<file path="src/rtl/line_buffer3_if.sv">
// line_buffer3_if
// Pixel stream and row-tap bundle between a raster source, line_buffer3 and
// the 3x3 window stage that consumes the row taps.
//   sof, pix_valid, pix_in : raster pixel stream into the line buffer
//   out_l1/out_l2/out_l3   : rows r-2, r-1 and r at the same column
//   wr_sft_en              : shift strobe for the window stage
//   win_valid              : the shift completes a full 3x3 window
//   frame_done             : one-cycle pulse after the last pixel of a frame
// Modports: master = pixel source / tap consumer, slave = line buffer.
interface line_buffer3_if #(
  parameter int BIT_DEPTH = 8
);
  logic                 sof;
  logic                 pix_valid;
  logic [BIT_DEPTH-1:0] pix_in;
  logic [BIT_DEPTH-1:0] out_l1;
  logic [BIT_DEPTH-1:0] out_l2;
  logic [BIT_DEPTH-1:0] out_l3;
  logic                 wr_sft_en;
  logic                 win_valid;
  logic                 frame_done;

  modport master (
    output sof, pix_valid, pix_in,
    input  out_l1, out_l2, out_l3, wr_sft_en, win_valid, frame_done
  );

  modport slave (
    input  sof, pix_valid, pix_in,
    output out_l1, out_l2, out_l3, wr_sft_en, win_valid, frame_done
  );
endinterface

</file>
<file path="src/rtl/line_buffer3.sv">
// line_buffer3
// Feeds a 3x3 sliding-window stage from a raster-order pixel stream. Two
// circular line memories hold the previous two rows; each accepted pixel
// yields the vertically aligned triple (r-2, r-1, r) one cycle later.
// Ports:
//   clk  : clock, all logic on the rising edge
//   rst  : asynchronous active-high reset
//   bus  : line_buffer3_if.slave (pixel stream in, row taps and strobes out)
// Optional build macro LINEBUF_BORDER_PAD_EN: zero top padding, so shifts
// start at row 0 with missing upper rows presented as zero.
module line_buffer3 #(
  parameter int BIT_DEPTH  = 8,
  parameter int IMG_WIDTH  = 28,
  parameter int IMG_HEIGHT = 28
) (
  input logic           clk,
  input logic           rst,
  line_buffer3_if.slave bus
);
  // Width and height are at least 3, so both counters are at least 2 bits.
  localparam int CW = $clog2(IMG_WIDTH);
  localparam int RW = $clog2(IMG_HEIGHT);
  localparam logic [CW-1:0] COL_LAST = CW'(IMG_WIDTH - 1);
  localparam logic [RW-1:0] ROW_LAST = RW'(IMG_HEIGHT - 1);
  localparam logic [RW-1:0] ROW_RUN  = RW'(2);
  localparam logic [CW-1:0] COL_WIN  = CW'(2);

  typedef enum logic [1:0] {IDLE = 2'd0, FILL = 2'd1, RUN = 2'd2} state_t;

  state_t               state, state_nxt;
  logic [CW-1:0]        col, col_nxt, col_pix;
  logic [RW-1:0]        row, row_nxt, row_pix;
  logic                 accept, sft_nxt, win_nxt, done_nxt;
  logic [BIT_DEPTH-1:0] lb0 [IMG_WIDTH];
  logic [BIT_DEPTH-1:0] lb1 [IMG_WIDTH];
  logic [BIT_DEPTH-1:0] rd0, rd1, l1_nxt, l2_nxt;
  logic [BIT_DEPTH-1:0] l1_p1, l2_p1, l3_p1;
  logic                 vld_p1, win_p1, done_p1;

  // A qualified sof places the pixel at (0,0) whatever the counters say.
  assign col_pix = bus.sof ? '0 : col;
  assign row_pix = bus.sof ? '0 : row;
  assign rd0     = lb0[col_pix];
  assign rd1     = lb1[col_pix];

  always_comb begin
    state_nxt = state;
    col_nxt   = col;
    row_nxt   = row;
    accept    = 1'b0;
    sft_nxt   = 1'b0;
    win_nxt   = 1'b0;
    done_nxt  = 1'b0;
    l1_nxt    = rd1;
    l2_nxt    = rd0;

    if (state == IDLE) accept = bus.pix_valid & bus.sof;
    else               accept = bus.pix_valid;

    if (accept) begin
      if (col_pix == COL_LAST) begin
        col_nxt = '0;
        row_nxt = (row_pix == ROW_LAST) ? '0 : row_pix + 1'b1;
      end else begin
        col_nxt = col_pix + 1'b1;
        row_nxt = row_pix;
      end

      if ((row_pix == ROW_LAST) && (col_pix == COL_LAST)) begin
        state_nxt = IDLE;
        done_nxt  = 1'b1;
      end else if (row_nxt >= ROW_RUN) begin
        state_nxt = RUN;
      end else begin
        state_nxt = FILL;
      end

`ifdef LINEBUF_BORDER_PAD_EN
      sft_nxt = 1'b1;
      l1_nxt  = (row_pix < ROW_RUN) ? '0 : rd1;
      l2_nxt  = (row_pix == '0) ? '0 : rd0;
`else
      // An sof pixel seen in RUN restarts the frame, so it never shifts.
      sft_nxt = (state == RUN) && !bus.sof;
`endif
      win_nxt = sft_nxt && (col_pix >= COL_WIN);
    end
  end

  // Stage p0 -> p1: registered taps and strobes
  always_ff @(posedge clk or posedge rst) begin
    if (rst) begin
      state   <= IDLE;
      col     <= '0;
      row     <= '0;
      vld_p1  <= 1'b0;
      win_p1  <= 1'b0;
      done_p1 <= 1'b0;
      l1_p1   <= '0;
      l2_p1   <= '0;
      l3_p1   <= '0;
    end else begin
      state   <= state_nxt;
      col     <= col_nxt;
      row     <= row_nxt;
      vld_p1  <= sft_nxt;
      win_p1  <= win_nxt;
      done_p1 <= done_nxt;
      if (accept) begin
        l1_p1 <= l1_nxt;
        l2_p1 <= l2_nxt;
        l3_p1 <= bus.pix_in;
      end
    end
  end

  // Line memories age by one row per accepted pixel; reads above see the
  // values from before this write.
  always_ff @(posedge clk) begin
    if (accept) begin
      lb1[col_pix] <= rd0;
      lb0[col_pix] <= bus.pix_in;
    end
  end

  assign bus.out_l1     = l1_p1;
  assign bus.out_l2     = l2_p1;
  assign bus.out_l3     = l3_p1;
  assign bus.wr_sft_en  = vld_p1;
  assign bus.win_valid  = win_p1;
  assign bus.frame_done = done_p1;
endmodule

</file>
<file path="src/flat_wrapper.sv">
// flat-port wrapper written by rule: the top's interface ports become plain ports
module line_buffer3_flat 
#(
  parameter int BIT_DEPTH  = 8,
  parameter int IMG_WIDTH  = 28,
  parameter int IMG_HEIGHT = 28
)
  (clk, rst, bus_sof, bus_pix_valid, bus_pix_in, bus_out_l1, bus_out_l2, bus_out_l3, bus_wr_sft_en, bus_win_valid, bus_frame_done);
  line_buffer3_if #(.BIT_DEPTH(BIT_DEPTH)) bus_i ();
  input logic clk;
  input logic rst;
  input wire logic [$bits(bus_i.sof)-1:0] bus_sof;
  input wire logic [$bits(bus_i.pix_valid)-1:0] bus_pix_valid;
  input wire logic [$bits(bus_i.pix_in)-1:0] bus_pix_in;
  output wire logic [$bits(bus_i.out_l1)-1:0] bus_out_l1;
  output wire logic [$bits(bus_i.out_l2)-1:0] bus_out_l2;
  output wire logic [$bits(bus_i.out_l3)-1:0] bus_out_l3;
  output wire logic [$bits(bus_i.wr_sft_en)-1:0] bus_wr_sft_en;
  output wire logic [$bits(bus_i.win_valid)-1:0] bus_win_valid;
  output wire logic [$bits(bus_i.frame_done)-1:0] bus_frame_done;
  assign bus_i.sof = bus_sof;
  assign bus_i.pix_valid = bus_pix_valid;
  assign bus_i.pix_in = bus_pix_in;
  assign bus_out_l1 = bus_i.out_l1;
  assign bus_out_l2 = bus_i.out_l2;
  assign bus_out_l3 = bus_i.out_l3;
  assign bus_wr_sft_en = bus_i.wr_sft_en;
  assign bus_win_valid = bus_i.win_valid;
  assign bus_frame_done = bus_i.frame_done;
  line_buffer3 #(.BIT_DEPTH(BIT_DEPTH), .IMG_WIDTH(IMG_WIDTH), .IMG_HEIGHT(IMG_HEIGHT)) u_core (.clk(clk), .rst(rst), .bus(bus_i));
endmodule
</file>
<file path="config.mk">
export PLATFORM = sky130hd
export DESIGN_NAME = line_buffer3_flat
export DESIGN_NICKNAME = d
export VERILOG_FILES = /design/src/rtl/line_buffer3_if.sv /design/src/rtl/line_buffer3.sv /design/src/flat_wrapper.sv
export SDC_FILE = /design/constraint.sdc
export NUM_CORES = 1
export LEC_CHECK = 0
export ABC_AREA = 0
export CAP_MARGIN = 20
export CORE_UTILIZATION = 45
export DETAILED_ROUTE_END_ITERATION = 10
export HOLD_SLACK_MARGIN = 0.15
export MAX_ROUTING_LAYER = met4
export RECOVER_POWER = 100
export SETUP_SLACK_MARGIN = 0.3
export SLEW_MARGIN = 20
export SYNTH_ARGS = -nofsm -noshare
export SYNTH_HDL_FRONTEND = slang
export SYNTH_SLANG_ARGS = --single-unit
</file>
<file path="constraint.sdc">
create_clock -name clk -period 3 [get_ports clk]
set_input_delay 0.6 -clock clk [delete_from_list [all_inputs] [get_ports clk]]
set_output_delay 0.6 -clock clk [all_outputs]
set_load 0.05 [all_outputs]
</file>
# Word-level counts from Yosys, hierarchy flattened
# Memory sizes are Yosys's and may differ from the RTL's. A register that Yosys moved wholly into a read port is not among the register bits.
# Cells that the tools add are included.
[op_classes]
add_sub_neg = 2
order_cmp = 2
eq_ne = 3
n_mux = 15
bitwise = 1
reduce_logical = 5
[ops]
columns = ["cell", "n"]
rows = [
  ["2-to-1 mux 5 bit", 6],
  ["adder 5 x 1 -> 5 bit, second input constant", 2],
  ["equality test 5 bit, second input constant", 2],
  ["greater-or-equal comparator 5 x 2 -> 1 bit, second input constant", 2],
  ["2-to-1 mux 1 bit", 7],
  ["2-to-1 mux 2 bit", 2],
  ["logical AND 1 bit", 3],
  ["equality test 2 bit, second input constant", 1],
  ["zero test 2 bit", 1],
  ["bitwise AND 1 bit", 1],
  ["zero test 1 bit", 1],
]
[word_totals]
regBits = 31
mem_bits_rw = 448
input_bits = 12
out_inout_bits = 27
word_cells = 38
n_memories = 2
[mem_list]
columns = ["memory", "depth", "word_bits", "rd", "rd_ports_with_merged_regs", "wr", "line", "text"]
rows = [
  ["u_core.lb0", 28, 8, 1, 0, 1, "line_buffer3.sv:34", "logic [BIT_DEPTH-1:0] lb0 [IMG_WIDTH];"],
  ["u_core.lb1", 28, 8, 1, 1, 1, "line_buffer3.sv:35", "logic [BIT_DEPTH-1:0] lb1 [IMG_WIDTH];"],
]

# Longest topological paths before layout
# Gate-level depths: netlist of run 1.
[logic_depth]
depth_word = 8
depth_mapped = 12
mapped_depth_nobuf = 7

# Worst setup path after synthesis of run 1
# OpenSTA, ideal clock, no wires.
[synth_timing]
kind = "input to register"
startpoint = "input port bus_sof"
endpoint = "memory u_core.lb0[27][0] (enable)"
setup_time_ns = 0.416
arrival_ns = 3.060
required_time_ns = 2.584
slack_ns = -0.476
stages = 7
path_buffers = 3
path_cell_list = "buf_6 -> nor2b_1 -> buf_2 -> buf_1 -> ha_1 -> nand2_1 -> nor3_1"
[synth_between]
elab_chain_cells = 4
word_cells_on_any_way = 5
classes_between = "4 x mux; 1 x bitwise"
[synth_lines]
columns = ["item", "line", "text"]
rows = [
  ["start, declared", "flat_wrapper.sv:12", "input wire logic [$bits(bus_i.sof)-1:0] bus_sof;"],
  ["bitwise AND 1 bit", "line_buffer3.sv:57", "if (state == IDLE) accept = bus.pix_valid & bus.sof;"],
  ["2-to-1 mux 1 bit", "line_buffer3.sv:57", ""],
  ["2-to-1 mux 1 bit", "line_buffer3.sv:120", "if (accept) begin"],
  ["2-to-1 mux 1 bit (not written as such)", "line_buffer3.sv:122", "lb0[col_pix] <= bus.pix_in;"],
  ["end, declared", "line_buffer3.sv:34", ""],
]
# Parallel ways exist; a longest one is shown, timed or not.

# Final worst setup path of run 1
[layout_timing]
startpoint = "register u_core.col[2]"
endpoint = "memory u_core.lb1[20][0], data pin"
[layout_between]
elab_chain_cells = 2
[layout_lines]
columns = ["item", "line", "text"]
rows = [
  ["start, declared", "line_buffer3.sv:31", "logic [CW-1:0] col, col_nxt, col_pix;"],
  ["start signal, assigned", "line_buffer3.sv:104", "col <= col_nxt;"],
  ["2-to-1 mux 5 bit", "line_buffer3.sv:41", "assign col_pix = bus.sof ? '0 : col;"],
  ["memory read (28 x 8 bit)", "n/a", ""],
  ["via u_core.l2_nxt[0]", "line_buffer3.sv:36", "logic [BIT_DEPTH-1:0] rd0, rd1, l1_nxt, l2_nxt;"],
  ["end, declared", "line_buffer3.sv:35", ""],
]
# The timed path passes the listed nets, and every way through them passes these cells.

==> results.yml, run 1 <==
run_status:
  status: "finished, violations left"
  violations: "max-capacitance violations, max-slew violations"
cells_and_area:
  fillers: 3638
  layout_commonest_cell: "edfxtp_1"
  layout-drive-gt1-share_pct: 17.84
  final_cell_mix: "edfxtp_1, nand2_1, buf_4"
  nets: 1433
  antennaDiodeCount: 0
  syn_to_final_growth_pct: 17.55
yosys:
  synthArstFlopShare_pct: 8.008
  synth.distinct_cells: 61
  dominantRegCellSynth: "edfxtp_1"
  ys_seq_area_share_pct: 73.00
  synth.avg_cell_area_um2: 15.32
  syn_area_mm2: 0.01977
  netlist.area_leader.share_pct: 68.06
  netlist_instances: 1290
  yosysTopAreaCell: "edfxtp_1"
  synth_nets: 1307
  yosys_warnings: 0
  synth-edff-count: 448
  synth.area.top_cells: "edfxtp_1, dfrtp_1, mux2_2"
  ys_ff_latch: 487
floorplanning:
  die_area_mm2: 0.04476
  fp.coreArea_mm2: 0.04317
  die_x_um: 211.6
  rows: 76
  ios: 39
  initial_core_util_pct: 45.78
  die_h_um: 211.6
setup_path:
  reg2reg_to: "u_core.lb1[20][0]"
  path_cells: "buf_4 -> nor2b_1 -> nand2_1 -> o21ai_0 -> a211oi_2 -> nand2_1 -> buf_12"
  cp-end-kind: "flop"
  cp.depth: 7
  arrival_ps: 3260
  timing.rr.start: "u_core.col[2]"
  cpLargestDelayFamily: "simple AND/OR/NAND/NOR gates"
  rr_worst_depth: 7
  cpMostUsedCell: "nand2_1"
  max_stage_delay_ps: 600
  required_ps: 3420
  worstSetupEndpoint: "u_core.lb1[20][0]"
  critPathMaxFanout: 28
  crit_buf_inv: 2
  startpoint: "u_core.col[2]"
  path_class: "reg2reg"
  cpMaxStageDelayCell: "o21ai_0"
  cp-start-kind: "flop"
  regToRegSetupSlack_ps: 160
routing:
  route.detailed.drc: 0
  ant_nets: 0
  via_per_inst: 5.752
  routedWlPerCell_um: 25.38
  firstDrtPassIters: 8
  via_count: 11750
  drt_wl_total_um: 51830
  drtIter0Drc: 1020
sta:
  setup_ws_ps: 162.0
  fin_skew_ps: 26.09
  min_period_ps: 2838
  setup_viol: 0
  worst_pin_slew_ps: 1635
  min_period_over_period_pct: 94.60
  rsz0062_at_grt: "true"
  hold_violations: 0
  fmax_ghz: 0.3524
  finalMaxSlewViolations: 180
  slew_headroom_pct: -8.984
clocking:
  path_clk_slew_ps: 60
  cts_htree_levels: 2
  cts-root-buf: "clkbuf_16"
  cts_sinks: 487
  cts_hold_buf: 0
  clk-insertion-delay-late_ps: 590
  cts_tree: "yes"
  clockBufferDepth: 3
  numCtsBuffers: 51
global_routing:
  grt_pass1_wl_um: 75970
  grt_usage_pct: 24.38
  grt_overflow_total: 0
  grt_start_max_net_pins: 44
  antenna_found_initial: 1
  grt_pass1_vias: 11540
pwr:
  power_w: 0.01916
  ir_drop_v: 0.0004918
  power.leakage_nw: 7.934
  pwr_density_cell_mw_per_mm2: 824.7
worst_hold_path:
  hold_path_class: "reg2reg"
placed_design:
  post-place-ws_ps: -118.7
  hpwlAfterDp_um: 32840
  io_buffers: 38
  place_congestion: 0.8794
job:
  cap_violations: 7
[kinds of logic (layout without fill, tap and decap cells)]
| kind of cell | after synthesis | after routing | share of synthesized area, % |
|---|---|---|---|
| xor gates and xnor gates | 2 | 2 | 0.08864 |
| and+or+nand+nor | 323 | 323 | 7.799 |
| DFF | 487 | 487 | 73.00 |
| adders and majority gates | 5 | 5 | 0.3165 |
| muxes | 120 | 120 | 7.432 |
| AOI/OAI and AO/OA | 263 | 263 | 9.325 |
| buffers and inverters | 90 | 257 | 2.038 |
[routing by layer]
layer / global-route usage, % / wire (µm) / vias to the layer above
li1: - / - / 5281
met1: 33.11 / 22970 / 5976
met2: 38.07 / 24530 / 392
met3: 3.516 / 2717 / 97
met4: 7.721 / 1619 / 0
met5: - / 0 / -
[cell type report]
type	instances	area [µm²]	share of cell area [%]
sequential	487	14430	62.11
multi-input combinational	713	4997	21.51
timing repair buffer	157	1419	6.107
clock buffer	60	1340	5.768
tap	585	732.0	3.150
clock inverter	34	291.5	1.255
inverter	6	22.52	0.09694
[state kept, by name (all words and copies together) (netlist names)]
name,cells
u_core.row,5
u_core.lb0,224
u_core.bus.out_l1,8
u_core.bus.frame_done,1
u_core.lb1,224
u_core.bus.wr_sft_en,1
u_core.col,5
u_core.bus.win_valid,1
u_core.bus.out_l2,8
u_core.bus.out_l3,8
u_core.state,2
[worst reg2reg max path, stage by stage (launching register included)]
cell      delay (ps)
dfrtp_2          590
buf_4            260
nor2b_1          330
nand2_1          370
o21ai_0          600
a211oi_2         130
nand2_1          180
buf_12           190
[synth_stat cells, types with 6 or more instances]
cell type / n
a311o_1: 7
buf_1: 9
a41o_1: 7
clkbuf_1: 35
a31oi_1: 20
nand3_1: 18
a22oi_1: 10
nand2_1: 159
nor3b_1: 8
dfrtp_1: 39
o21bai_1: 13
a32oi_1: 6
a222oi_1: 9
nand2b_1: 8
mux2i_1: 50
mux4_2: 16
nor2_1: 46
o21ai_0: 35
a21oi_1: 50
a21o_1: 11
mux2_2: 54
nor2b_1: 42
o221ai_1: 14
a211oi_1: 39
o211ai_1: 16
nand4_1: 7
edfxtp_1: 448
and3_1: 7
buf_2: 37
[power breakdown]
part	switching (W)	internal, W	leakage [nW]	total [W]
combinational	0.00285	0.00150	2.61	0.00435
sequential	0.000291	0.00833	4.51	0.00862
clock	0.00258	0.00361	0.813	0.00619
total	0.00572	0.0134	7.93	0.0192
[how the worst min path moves through the flow]
| stage | end | slack [ps] | cells past startpoint | from |
|---|---|---|---|---|
| 6_report | u_core.bus.out_l3[2] | 470 | 2 | u_core.bus.out_l3[2] |
| 5_1_grt | u_core.bus.out_l3[7] | 510 | 2 | u_core.bus.out_l3[7] |
| 4_1_cts | u_core.bus.out_l1[4] | 430 | 2 | rst |
| 3_5_place_dp | u_core.bus.out_l3[2] | 470 | 2 | u_core.bus.out_l3[2] |
| 3_3_place_gp | u_core.bus.out_l3[1] | 460 | 2 | u_core.bus.out_l3[1] |
| 2_1_floorplan | u_core.bus.wr_sft_en | 470 | 1 | u_core.state[0] |
[metrics by stage]
| step | std cells | util (%) | area (µm²) | hold slack, ps | setup TNS [ps] |
|---|---|---|---|---|---|
| after global placement | 1944 | 50.52 | 21810 | 460.8 | -1986 |
| after CTS | 2039 | 54.36 | 23470 | 430.8 | 0 |
| after detailed placement | 1944 | 50.52 | 21810 | 466.3 | -3255 |
| final | 2042 | 53.82 | 23230 | 472.4 | 0 |
| after floorplan | 1290 | - | 19820 | 466.1 | 0 |
| after global routing | 2042 | 53.82 | 23230 | 511.1 | 0 |
[timing repair]
item	CTS	global route
buffers inserted	1	3
pin swaps	2	1
endpoints found under the setup margin	126	186
gates resized for setup	8	6
No activity file was read; power rests on OpenSTA's default activity.
==> run 2, diff against run 1 <==
--- a/config.mk
+++ b/config.mk
@@ -7,7 +7,8 @@
 export LEC_CHECK = 0
 export ABC_AREA = 0
 export CAP_MARGIN = 20
-export CORE_UTILIZATION = 45
+export CORE_UTILIZATION = 36
+export CTS_CLUSTER_SIZE = 14
 export DETAILED_ROUTE_END_ITERATION = 10
 export HOLD_SLACK_MARGIN = 0.15
 export MAX_ROUTING_LAYER = met4
==> constraint.sdc (replaced) <==
create_clock -name clk -period 3 [get_ports clk]
set_input_delay 0.6 -clock clk [delete_from_list [all_inputs] [get_ports clk]]
set_output_delay 0.6 -clock clk [all_outputs]
set_load 0.1 [all_outputs]
==> results.yml, run 2 (synthesis gave the netlist of run 1 again) <==
run_status:
  status: "finished, violations left"
  violations: "max-capacitance violations, max-slew violations"
clocking:
  clockBufferDepth: 3
  clk-insertion-delay-late_ps: 580
  path_clk_slew_ps: 60
  cts_htree_levels: 2
  numCtsBuffers: 50
  cts_sinks: 487
  cts_tree: "yes"
  cts-root-buf: "clkbuf_16"
pwr:
  power_frac_comb_pct: 23.5
  p_int_w: 0.01304
  seqPwrFrac_pct: 45.2
  ir_drop_v: 0.0005001
  power.leakage_nw: 7.759
  swShare_pct: 31.75
  switching_power_w: 0.006066
  pwr_density_cell_mw_per_mm2: 829.3
  power.share.clock_pct: 31.3
sta:
  rsz0062_at_grt: "false"
  hold_violations: 0
  whs_ps: 461.3
  setup_viol: 0
  finalMaxSlewViolations: 210
  min_period_over_period_pct: 91.23
  fmax_ghz: 0.3654
  fin_setup_tns_ps: 0
  worst_pin_slew_ps: 1969
  slew_headroom_pct: -31.27
  min_period_ps: 2737
  fin_skew_ps: 17.82
routing:
  drtIter0Drc: 1031
  route.detailed.drc: 0
  ant_nets: 0
  routedWlPerCell_um: 23.44
  via_per_inst: 5.439
  firstDrtPassIters: 6
  drt_wl_total_um: 50300
  via_count: 11670
cells_and_area:
  multi_input_area_mm2: 0.005000
  final_cell_mix: "edfxtp_1, nand2_1, clkbuf_1"
  layout-drive-gt1-share_pct: 17.03
  fillers: 4822
  top_regs: "u_core.lb0: 224 flops, u_core.lb1: 224 flops"
  nets: 1425
  layout_commonest_cell: "edfxtp_1"
  syn_to_final_growth_pct: 16.58
  ff_latch_area_mm2: 0.01443
  antennaDiodeCount: 0
floorplanning:
  die_x_um: 236.3
  rows: 85
  die_area_mm2: 0.05584
  initial_core_util_pct: 36.58
  fp.coreArea_mm2: 0.05403
  ios: 39
  die_h_um: 236.3
placed_design:
  place_congestion: 0.8362
  io_buffers: 38
  hpwlAfterDp_um: 31670
setup_path:
  cpLargestDelayFamily: "buffers and inverters"
  arrival_ps: 2950
  cp-end-kind: "flop"
  max_stage_delay_ps: 500
  required_ps: 3210
  path_class: "reg2reg"
  crit_buf_inv: 3
  cpMaxStageDelayCell: "clkbuf_2"
  path_cells: "nor2b_2 -> clkinv_1 -> clkbuf_1 -> ha_1 -> and3_1 -> clkbuf_2"
  critPathMaxFanout: 16
  cp-start-kind: "flop"
global_routing:
  grt_usage_pct: 18.53
  grt_pass1_wl_um: 74580
  grt_pass1_vias: 11490
  grt_start_max_net_pins: 47
  grt_overflow_total: 0
  antenna_found_initial: 0
job:
  cap_violations: 7
worst_hold_path:
  hold_path_class: "in2reg"
## run 2: layer usage
layer	up-vias	track usage [%]	wire length (µm)
li1	5266	-	-
met1	5987	25.13	22400
met2	336	28.68	23900
met3	84	2.692	2534
met4	0	6.021	1466
met5	-	-	0
## run 2: layout make-up
type | count | share of cell area, %
Sequential cell | 487 | 62.64
Multi-Input combinational cell | 713 | 21.70
Clock buffer | 67 | 5.881
Timing Repair Buffer | 150 | 4.920
Tap cell | 696 | 3.779
Clock inverter | 27 | 0.9774
Inverter | 6 | 0.1032
## run 2: worst reg2reg max path, stage by stage (launching register included)
cell,delay [ps]
dfrtp_1,490
nor2b_2,250
clkinv_1,110
clkbuf_1,400
ha_1,400
and3_1,200
clkbuf_2,500
## run 2: path summary, 6_finish.rpt
check                      slack [ps]                 start  depth (start not counted)                    to
min                               460               bus_sof                          2         u_core.col[4]
min reg2reg                       470  u_core.bus.out_l3[7]                          2  u_core.bus.out_l3[7]
max                               260         u_core.col[0]                          6     u_core.lb0[26][6]
max in group asynchronous         610                   rst                          3  u_core.bus.win_valid
max reg2reg                       260         u_core.col[0]                          6     u_core.lb0[26][6]
min in group asynchronous         740                   rst                          2  u_core.bus.out_l2[7]
## run 2: power by group through the flow
stage | sequential (W) | combinational, W | clock, W
global route | 0.00866 | 0.00477 | 0.00634
floorplan | 0.00940 | 0.00212 | 0
finish | 0.00864 | 0.00448 | 0.00599
CTS | 0.00863 | 0.00466 | 0.00610
detailed placement | 0.00878 | 0.00464 | 0
global placement | 0.00877 | 0.00457 | 0
## run 2: through the flow
step / total power, W / instances / utilization (%) / setup WS, ps / area [µm²]
finish: 0.01911 / 2146 / 42.65 / 263.2 / 23040
detailed placement: 0.01342 / 2050 / 40.20 / 94.89 / 21720
floorplan: 0.01152 / 1290 / - / 91.03 / 19820
CTS: 0.01939 / 2145 / 43.16 / 290.4 / 23320
global placement: 0.01334 / 2050 / 40.20 / 168.4 / 21720
global route: 0.01978 / 2146 / 42.65 / 160.9 / 23040
## run 2: what timing repair did
action / CTS / global route
pin swaps: 0 / 1
hold buffers: 0 / 0
gates resized for setup: 2 / 7
buffers inserted: 1 / 1
setup endpoints to repair: 142 / 207
